--- config.mk ---
export PLATFORM = sky130hd
export DESIGN_NAME = spi_slave
export DESIGN_NICKNAME = d
export VERILOG_FILES = /design/src/rtl/spi_slave.sv
export SDC_FILE = /design/constraint.sdc
export NUM_CORES = 1
export LEC_CHECK = 0
export ABC_AREA = 1
export ABC_CLOCK_PERIOD_IN_PS = 3500
export BUFFER_PORTS_ARGS = -buffer_cell sky130_fd_sc_hd__buf_2
export CAP_MARGIN = 20
export CORE_MARGIN = 2
export CORE_UTILIZATION = 30
export CTS_BUF_LIST = sky130_fd_sc_hd__clkbuf_4 sky130_fd_sc_hd__clkbuf_8
export DETAILED_ROUTE_END_ITERATION = 12
export PLACE_DENSITY_LB_ADDON = 0.1
export SYNTH_ARGS = -nofsm -noshare
export SYNTH_HDL_FRONTEND = slang
export SYNTH_SLANG_ARGS = --single-unit
export TNS_END_PERCENT = 50
--- constraint.sdc ---
create_clock -name clock -period 3.5 [get_ports clock]
set_clock_uncertainty 0.15 [all_clocks]
set_input_delay 0.35 -clock clock [delete_from_list [all_inputs] [get_ports clock]]
set_output_delay 0.35 -clock clock [all_outputs]
set_load 0.01 [all_outputs]
--- src/rtl/spi_slave.sv ---
// spi_slave: SPI target shift engine (SCLK idles high, MISO on fall, MOSI on rise, CS active-low).
module spi_slave #(
  parameter int WORDBITS    = 8,
  parameter int SYNC_STAGES = 2
) (
  input  logic                clock,
  input  logic                resetN,
  input  logic                inSCLK,
  input  logic                inCS,
  input  logic                inMOSI,
  output logic                outMISO,
  output logic                outMISOEnable,
  input  logic [WORDBITS-1:0] txData,
  input  logic                txLoad,
  output logic                txEmpty,
  output logic [WORDBITS-1:0] rxData,
  output logic                rxValid,
  output logic                frameError,
  output logic                busy
);
  localparam int CW = $clog2(WORDBITS);
  localparam logic [CW-1:0] LAST = CW'(WORDBITS - 1);
  typedef enum logic {IDLE, SHIFT} state_t;
  state_t state;
  logic [SYNC_STAGES-1:0] sclk_q, cs_q, mosi_q, fill;
  logic sclk_prev, cs_prev, armed, skip_fall;
  logic [WORDBITS-1:0] hold, tx_shift, rx_shift, word;
  logic [CW-1:0] bit_count;
  logic sclk_s, cs_s, mosi_s, sclk_rise, sclk_fall, cs_rise, cs_fall, start, word_done, consume;
  assign sclk_s    = sclk_q[SYNC_STAGES-1];
  assign cs_s      = cs_q[SYNC_STAGES-1];
  assign mosi_s    = mosi_q[SYNC_STAGES-1];
  assign sclk_rise = sclk_s & ~sclk_prev;
  assign sclk_fall = ~sclk_s & sclk_prev;
  assign cs_rise   = cs_s & ~cs_prev;
  assign cs_fall   = ~cs_s & cs_prev;
  assign start     = (state == IDLE) && cs_fall && armed;
  assign word_done = (state == SHIFT) && !cs_rise && sclk_rise && (bit_count == '0);
  assign consume   = start | word_done;
  assign word      = txEmpty ? '0 : hold;
  // armed only once CS has been seen high through a fully flushed synchroniser,
  // so a frame already in progress at reset release is ignored
  always_ff @(posedge clock or negedge resetN) begin
    if (!resetN) begin
      sclk_q    <= '1;
      cs_q      <= '1;
      mosi_q    <= '0;
      fill      <= '0;
      sclk_prev <= 1'b1;
      cs_prev   <= 1'b1;
      armed     <= 1'b0;
    end else begin
      sclk_q    <= {sclk_q[SYNC_STAGES-2:0], inSCLK};
      cs_q      <= {cs_q[SYNC_STAGES-2:0], inCS};
      mosi_q    <= {mosi_q[SYNC_STAGES-2:0], inMOSI};
      fill      <= {fill[SYNC_STAGES-2:0], 1'b1};
      sclk_prev <= sclk_s;
      cs_prev   <= cs_s;
      armed     <= armed | (fill[SYNC_STAGES-1] & cs_s);
    end
  end
  always_ff @(posedge clock or negedge resetN) begin
    if (!resetN) begin
      hold    <= '0;
      txEmpty <= 1'b1;
    end else if (txLoad) begin
      hold    <= txData;
      txEmpty <= 1'b0;
    end else if (consume) begin
      txEmpty <= 1'b1;
    end
  end
  always_ff @(posedge clock or negedge resetN) begin
    if (!resetN) begin
      state         <= IDLE;
      outMISO       <= 1'b0;
      outMISOEnable <= 1'b0;
      rxData        <= '0;
      rxValid       <= 1'b0;
      frameError    <= 1'b0;
      busy          <= 1'b0;
      tx_shift      <= '0;
      rx_shift      <= '0;
      bit_count     <= '0;
      skip_fall     <= 1'b0;
    end else begin
      rxValid    <= 1'b0;
      frameError <= 1'b0;
      if (state == IDLE) begin
        if (start) begin
          outMISO       <= word[WORDBITS-1];
          tx_shift      <= word << 1;
          bit_count     <= LAST;
          skip_fall     <= 1'b1;
          outMISOEnable <= 1'b1;
          busy          <= 1'b1;
          state         <= SHIFT;
        end
      end else if (cs_rise) begin
        frameError    <= bit_count != LAST;
        outMISOEnable <= 1'b0;
        outMISO       <= 1'b0;
        busy          <= 1'b0;
        state         <= IDLE;
      end else if (sclk_fall) begin
        if (skip_fall) begin
          skip_fall <= 1'b0;
        end else begin
          outMISO  <= tx_shift[WORDBITS-1];
          tx_shift <= tx_shift << 1;
        end
      end else if (sclk_rise) begin
        rx_shift <= {rx_shift[WORDBITS-2:0], mosi_s};
        if (word_done) begin
          rxData    <= {rx_shift[WORDBITS-2:0], mosi_s};
          rxValid   <= 1'b1;
          bit_count <= LAST;
          tx_shift  <= word;
        end else begin
          bit_count <= bit_count - 1'b1;
        end
      end
    end
  end
endmodule

## After elaboration in Yosys (flattened, before gate mapping)

Index checks and enable logic that the tools add are counted.

| storage, ports and cells | value |
|---|---|
| register bits | 52 |
| input port bits | 14 |
| output and inout bits | 14 |
| word-level logic and storage cells | 98 |

| operators by class | value |
|---|---|
| add/sub/neg operators | 1 |
| equality and inequality tests | 11 |
| muxes and demuxes | 37 |
| bitwise gates (word level) | 14 |
| reduce and logical (&&, ||, !) cells | 16 |

Operators with widths:

| kind | count |
|---|---|
| $mux W8 | 8 |
| $mux W1 | 23 |
| $mux W3 | 6 |
| $reduce_and A5 Y1 | 2 |
| $ne A3 B1 Y1 const B | 3 |
| $reduce_and A4 Y1 | 2 |
| $not A1 Y1 | 7 |
| $ne A2 B1 Y1 const B | 3 |
| $ne A3 B3 Y1 const B | 2 |
| $reduce_and A3 Y1 | 2 |
| $and A1 B1 Y1 | 5 |
| $logic_and A1 B1 Y1 | 5 |
| $ne A2 B2 Y1 const B | 2 |
| $reduce_bool A2 Y1 | 2 |
| $logic_not A3 Y1 | 1 |
| $ne A3 B2 Y1 const B | 1 |
| $sub A3 B1 Y3 const B | 1 |
| $or A1 B1 Y1 | 2 |
| $reduce_and A2 Y1 | 1 |
| $logic_not A1 Y1 | 1 |

## Longest topological paths before layout

| depth | value |
|---|---|
| word-level depth | 11 |
| gate-level depth with buffers | 9 |
| mapped depth without buffers | 9 |

## Worst setup path before layout

No wires, ideal clock.

| path | value |
|---|---|
| path type | register -> register |
| from | reg sclk_q[1] |
| to | reg tx_shift[0] |
| setup time | 0.116 ns |
| data arrival time | 1.285 ns |
| required time | 3.234 ns |
| path slack | 1.949 ns |
| stages on the path, launching flop included | 8 |
| path through | dfstp_2 -> inv_1 -> nand2_1 -> nor2_1 -> a21oi_4 -> nand2_4 -> nand2_1 -> nand2_1 |

| on the way | value |
|---|---|
| cells in the longest elaborated chain, start to end | 5 |
| elaborated cells between the ends (all ways) | 12 |
| classes of those cells | eq/ne: 3; mux: 3; bitwise: 3; reduce/logical: 3 |

RTL lines:

| item | line | RTL |
|---|---|---|
| from (decl) | 25 | `logic [SYNC_STAGES-1:0] sclk_q, cs_q, mosi_q, fill;` |
| from (signal assigned) | 53 | `sclk_q <= {sclk_q[SYNC_STAGES-2:0], inSCLK};` |
| $and A1 B1 Y1 or $not A1 Y1 (tied branches) | 33, 34 |  |
| $logic_and A1 B1 Y1 or $and A1 B1 Y1 (tied branches) | 38, 34 |  |
| $logic_and A1 B1 Y1 or $mux W8 (tied branches) | 38, 105 |  |
| $ne A3 B1 Y1 (no line) or $mux W8 (tied branches) | n/a |  |
| $reduce_and A5 Y1 (no line) or $mux W8 (tied branches) | n/a |  |
| to (signal assigned) | 92 | `tx_shift <= word << 1;` |
| to (signal assigned) | 110 | `tx_shift <= tx_shift << 1;` |
| to (signal assigned) | 118 | `tx_shift <= word;` |
| to (decl) | 27 | `logic [WORDBITS-1:0] hold, tx_shift, rx_shift, word;` |

Parallel ways exist; a longest one is shown, timed or not. The select of a mux whose other input is x is not followed.
A chain may end at the register's enable or synchronous reset.

## Worst setup path in the final report

| path | value |
|---|---|
| from | reg state |
| to | reg tx_shift[3] |

| on the way | value |
|---|---|
| cells in the longest elaborated chain, start to end | 5 |
| elaborated cells between the ends (all ways) | 13 |
| classes of those cells | eq/ne: 4; mux: 1; bitwise: 1; reduce/logical: 7 |

RTL lines:

| item | line | RTL |
|---|---|---|
| from (decl) | 24 | `state_t state;` |
| from (signal assigned) | 75 | `state <= IDLE;` |
| from (signal assigned) | 97 | `state <= SHIFT;` |
| from (signal assigned) | 104 | `state <= IDLE;` |
| $logic_and A1 B1 Y1 or $not A1 Y1 (tied branches) | n/a |  |
| $logic_and A1 B1 Y1, on equally long branches (2 in a row) | 38, 37 |  |
| $ne A3 B1 Y1 (no line) or $reduce_bool A2 Y1 (tied branches) | n/a |  |
| $reduce_and A5 Y1 (no line) | n/a |  |

Parallel ways exist; a longest one is shown, timed or not.

==> impl_metrics.ini <==
[status]
status = finished, violations left
violations = hold timing

[yosys]
yosysWarnings = 0
synth.cell_area_um2 = 2240
yosysSeqAreaShare_pct = 58.5
synthCells = 243
ys_ff_latch = 52
yosysUniqueCellTypes = 26
avgSynthCellArea_um2 = 9.22
syn-num-nets = 260

[setup_path]
start_kind = flop
worstPathCellList = inv_4 > a21oi_4 > nand3_4 > nand2_4 > nand2_4 > nand2_1 > nand2_1
crit_type = flop to flop
cp.required_ps = 3550
endpoint_kind = flop
path_buf_inv = 1
crit_path_max_fanout = 19
cpPeakStageDelay_ps = 800
cp_top_family = flip-flops
slowest_stage = dfrtp_1
cp.arrival_ps = 2190

[die]
die_w_um = 90.4
core.rowCount = 31
initial_core_util_pct = 30.9
core_area_um2 = 7250
num_io_pins = 28
dieArea_um2 = 8180
die_y_um = 90.4

[detailed_routing]
drt-initial-drc-count = 39
drc = 0
ant_nets = 0
vias_per_cell = 4.31
vias = 1608
drt-wirelength-per-cell_um = 12.3
routed_wl_um = 4580
firstDrtPassIters = 6

[power]
leakage_nw = 1.29
ir_worst_vdd_uv = 284
p_per_area_nw_per_um2 = 576

[final_layout]
nets = 290
area_delta_synth_final_pct = 15.2
post-route-util_pct = 35.6
diodes = 0
drive_gt1_share_pct = 19.7

[sta]
final_hold_viol_count = 30
slew_headroom_pct = 46.0
whs_ps = -20.0
rsz0062_at_grt = false
layout_min_cycle_time_ps = 2140
worst_pin_slew_ps = 811
finalSetupViolCount = 0
clock.fmax_ghz = 0.468
setup_tns_ps = 0
final.period_utilization_pct = 61.1
final_max_slew_viol_count = 0

[grt]
antenna_found_initial = 0
grt_pass1_wl_um = 7990
grt_max_degree = 38
grt_pass1_vias = 1706
grt_usage_pct = 12.1
overflow = 0

[run]
cap_violations = 0

[clocking]
cts_buffers = 5
insertion_delay_ps = 300
cts-root-buf = clkbuf_8
cts_buffer_depth = 2
cts_tree = built
cts_sinks = 52
cts_resized = 0
path_clk_slew_ps = 90
cts-htree-levels = 2

[placed_design]
hpwl_um = 3220
io_buffer_count = 27
gp_congestion = 0.797

[min_path]
hold_path.class = input port to asynchronous set/reset pin
==> repair_timing <==
action | CTS | global route
hold buffers | 3 | 0
buffers inserted | 0 | 0
hold endpoints to repair | 3 | 0
==> sequential cells by signal, indices dropped and copies added (netlist names) <==
register    cells
hold            8
rxData          8
tx_shift        8
rx_shift        7
bit_count       3
cs_q            2
fill            2
mosi_q          2
sclk_q          2
armed           1
busy            1
cs_prev         1
frameError      1
outMISO         1
rxValid         1
sclk_prev       1
skip_fall       1
state           1
txEmpty         1
==> per-layer routing <==
metal	vias to the layer above	global-route usage [%]	share of wire, %
met5	-	0	0
met4	0	4.87	1.6
met2	25	18.9	44
met1	742	16.1	51
met3	8	2.92	3.6
li1	833	-	-
==> cells in the final DEF, fill, tap and decap left out, types with 2 or more instances in the layout <==
master         Yosys  layout
nand2_1           66      66
inv_1             24      24
dfrtp_1           45      45
dfstp_2            7       7
dlygate4sd3_1      0       3
nor2_2             2       2
ha_1               3       3
nor2_1            13      13
clkbuf_8           0       6
o21ai_0           12      12
nand2_4            2       2
a21oi_1            2       2
nand3_1           34      34
o21ai_1           14      14
buf_2              3      27
a21oi_4            2       2
==> final cells by class <==
class	count	area [um2]
clock inverter	1	7.51
clock buffer	7	90.1
tap	99	124
inverter	25	96.3
sequential	52	1310
multi-input combinational	158	782
timing repair buffer	31	173
fill	776	4670
==> power breakdown <==
group	internal, mW	switching (mW)	total (mW)
registers	0.719	0.0890	0.808
clock network	0.169	0.195	0.364
logic	0.117	0.197	0.314
total	1.01	0.481	1.49
==> through the flow <==
step	power, mW	hold WS [ps]	std cells	worst slack [ps]	cell area, um2
after floorplan	1.03	-95.6	243	1950	2240
after global placement	1.13	182	362	1500	2450
after detailed placement	1.14	188	362	1410	2450
after CTS	1.51	10.5	373	1390	2580
after global routing	1.60	47.2	373	1200	2580
final	1.49	-20.0	373	1360	2580
==> synthesized netlist by cell type <==
master,n,area (um2)
nand2_1,66,248
dfrtp_1,45,1130
nand3_1,34,170
inv_1,24,90.1
o21ai_1,14,70.1
nor2_1,13,48.8
o21ai_0,12,60.1
dfstp_2,7,184
buf_2,3,15.0
ha_1,3,37.5
a21oi_1,2,10.0
a21oi_4,2,32.5
buf_6,2,22.5
clkbuf_1,2,7.51
nand2_4,2,22.5
nor2_2,2,12.5
a211oi_1,1,7.51
a21o_1,1,7.51
a31oi_1,1,6.26
buf_4,1,7.51
conb_1,1,3.75
inv_4,1,6.26
mux2_2,1,11.3
nand2_2,1,6.26
nand3_2,1,10.0
nand3_4,1,17.5
==> worst paths after layout <==
kind / endpoint / slack, ps / start / cells past startpoint
max in group asynchronous: sclk_prev / 2430 / resetN / 2
worst min register to register: mosi_q[1] / 210 / mosi_q[0] / 0
worst max register to register: tx_shift[3] / 1360 / state / 7
worst max-delay path: tx_shift[3] / 1360 / state / 7
worst min-delay path: rxValid / -20 / resetN / 1
min in group clock: hold[6] / 100 / txData[6] / 3
==> cell families after synthesis <==
kind of cell               count (synthesis)  share of synthesized area (%)
and+or+nand+nor                          120                           23.9
DFF                                       52                           58.5
AOI/OAI and AO/OA                         33                           8.66
buffers and inverters                     33                           6.64
adders and majority gates                  3                           1.68
muxes                                      1                          0.502
other                                      1                          0.167
(Power assumes the default switching activity.)
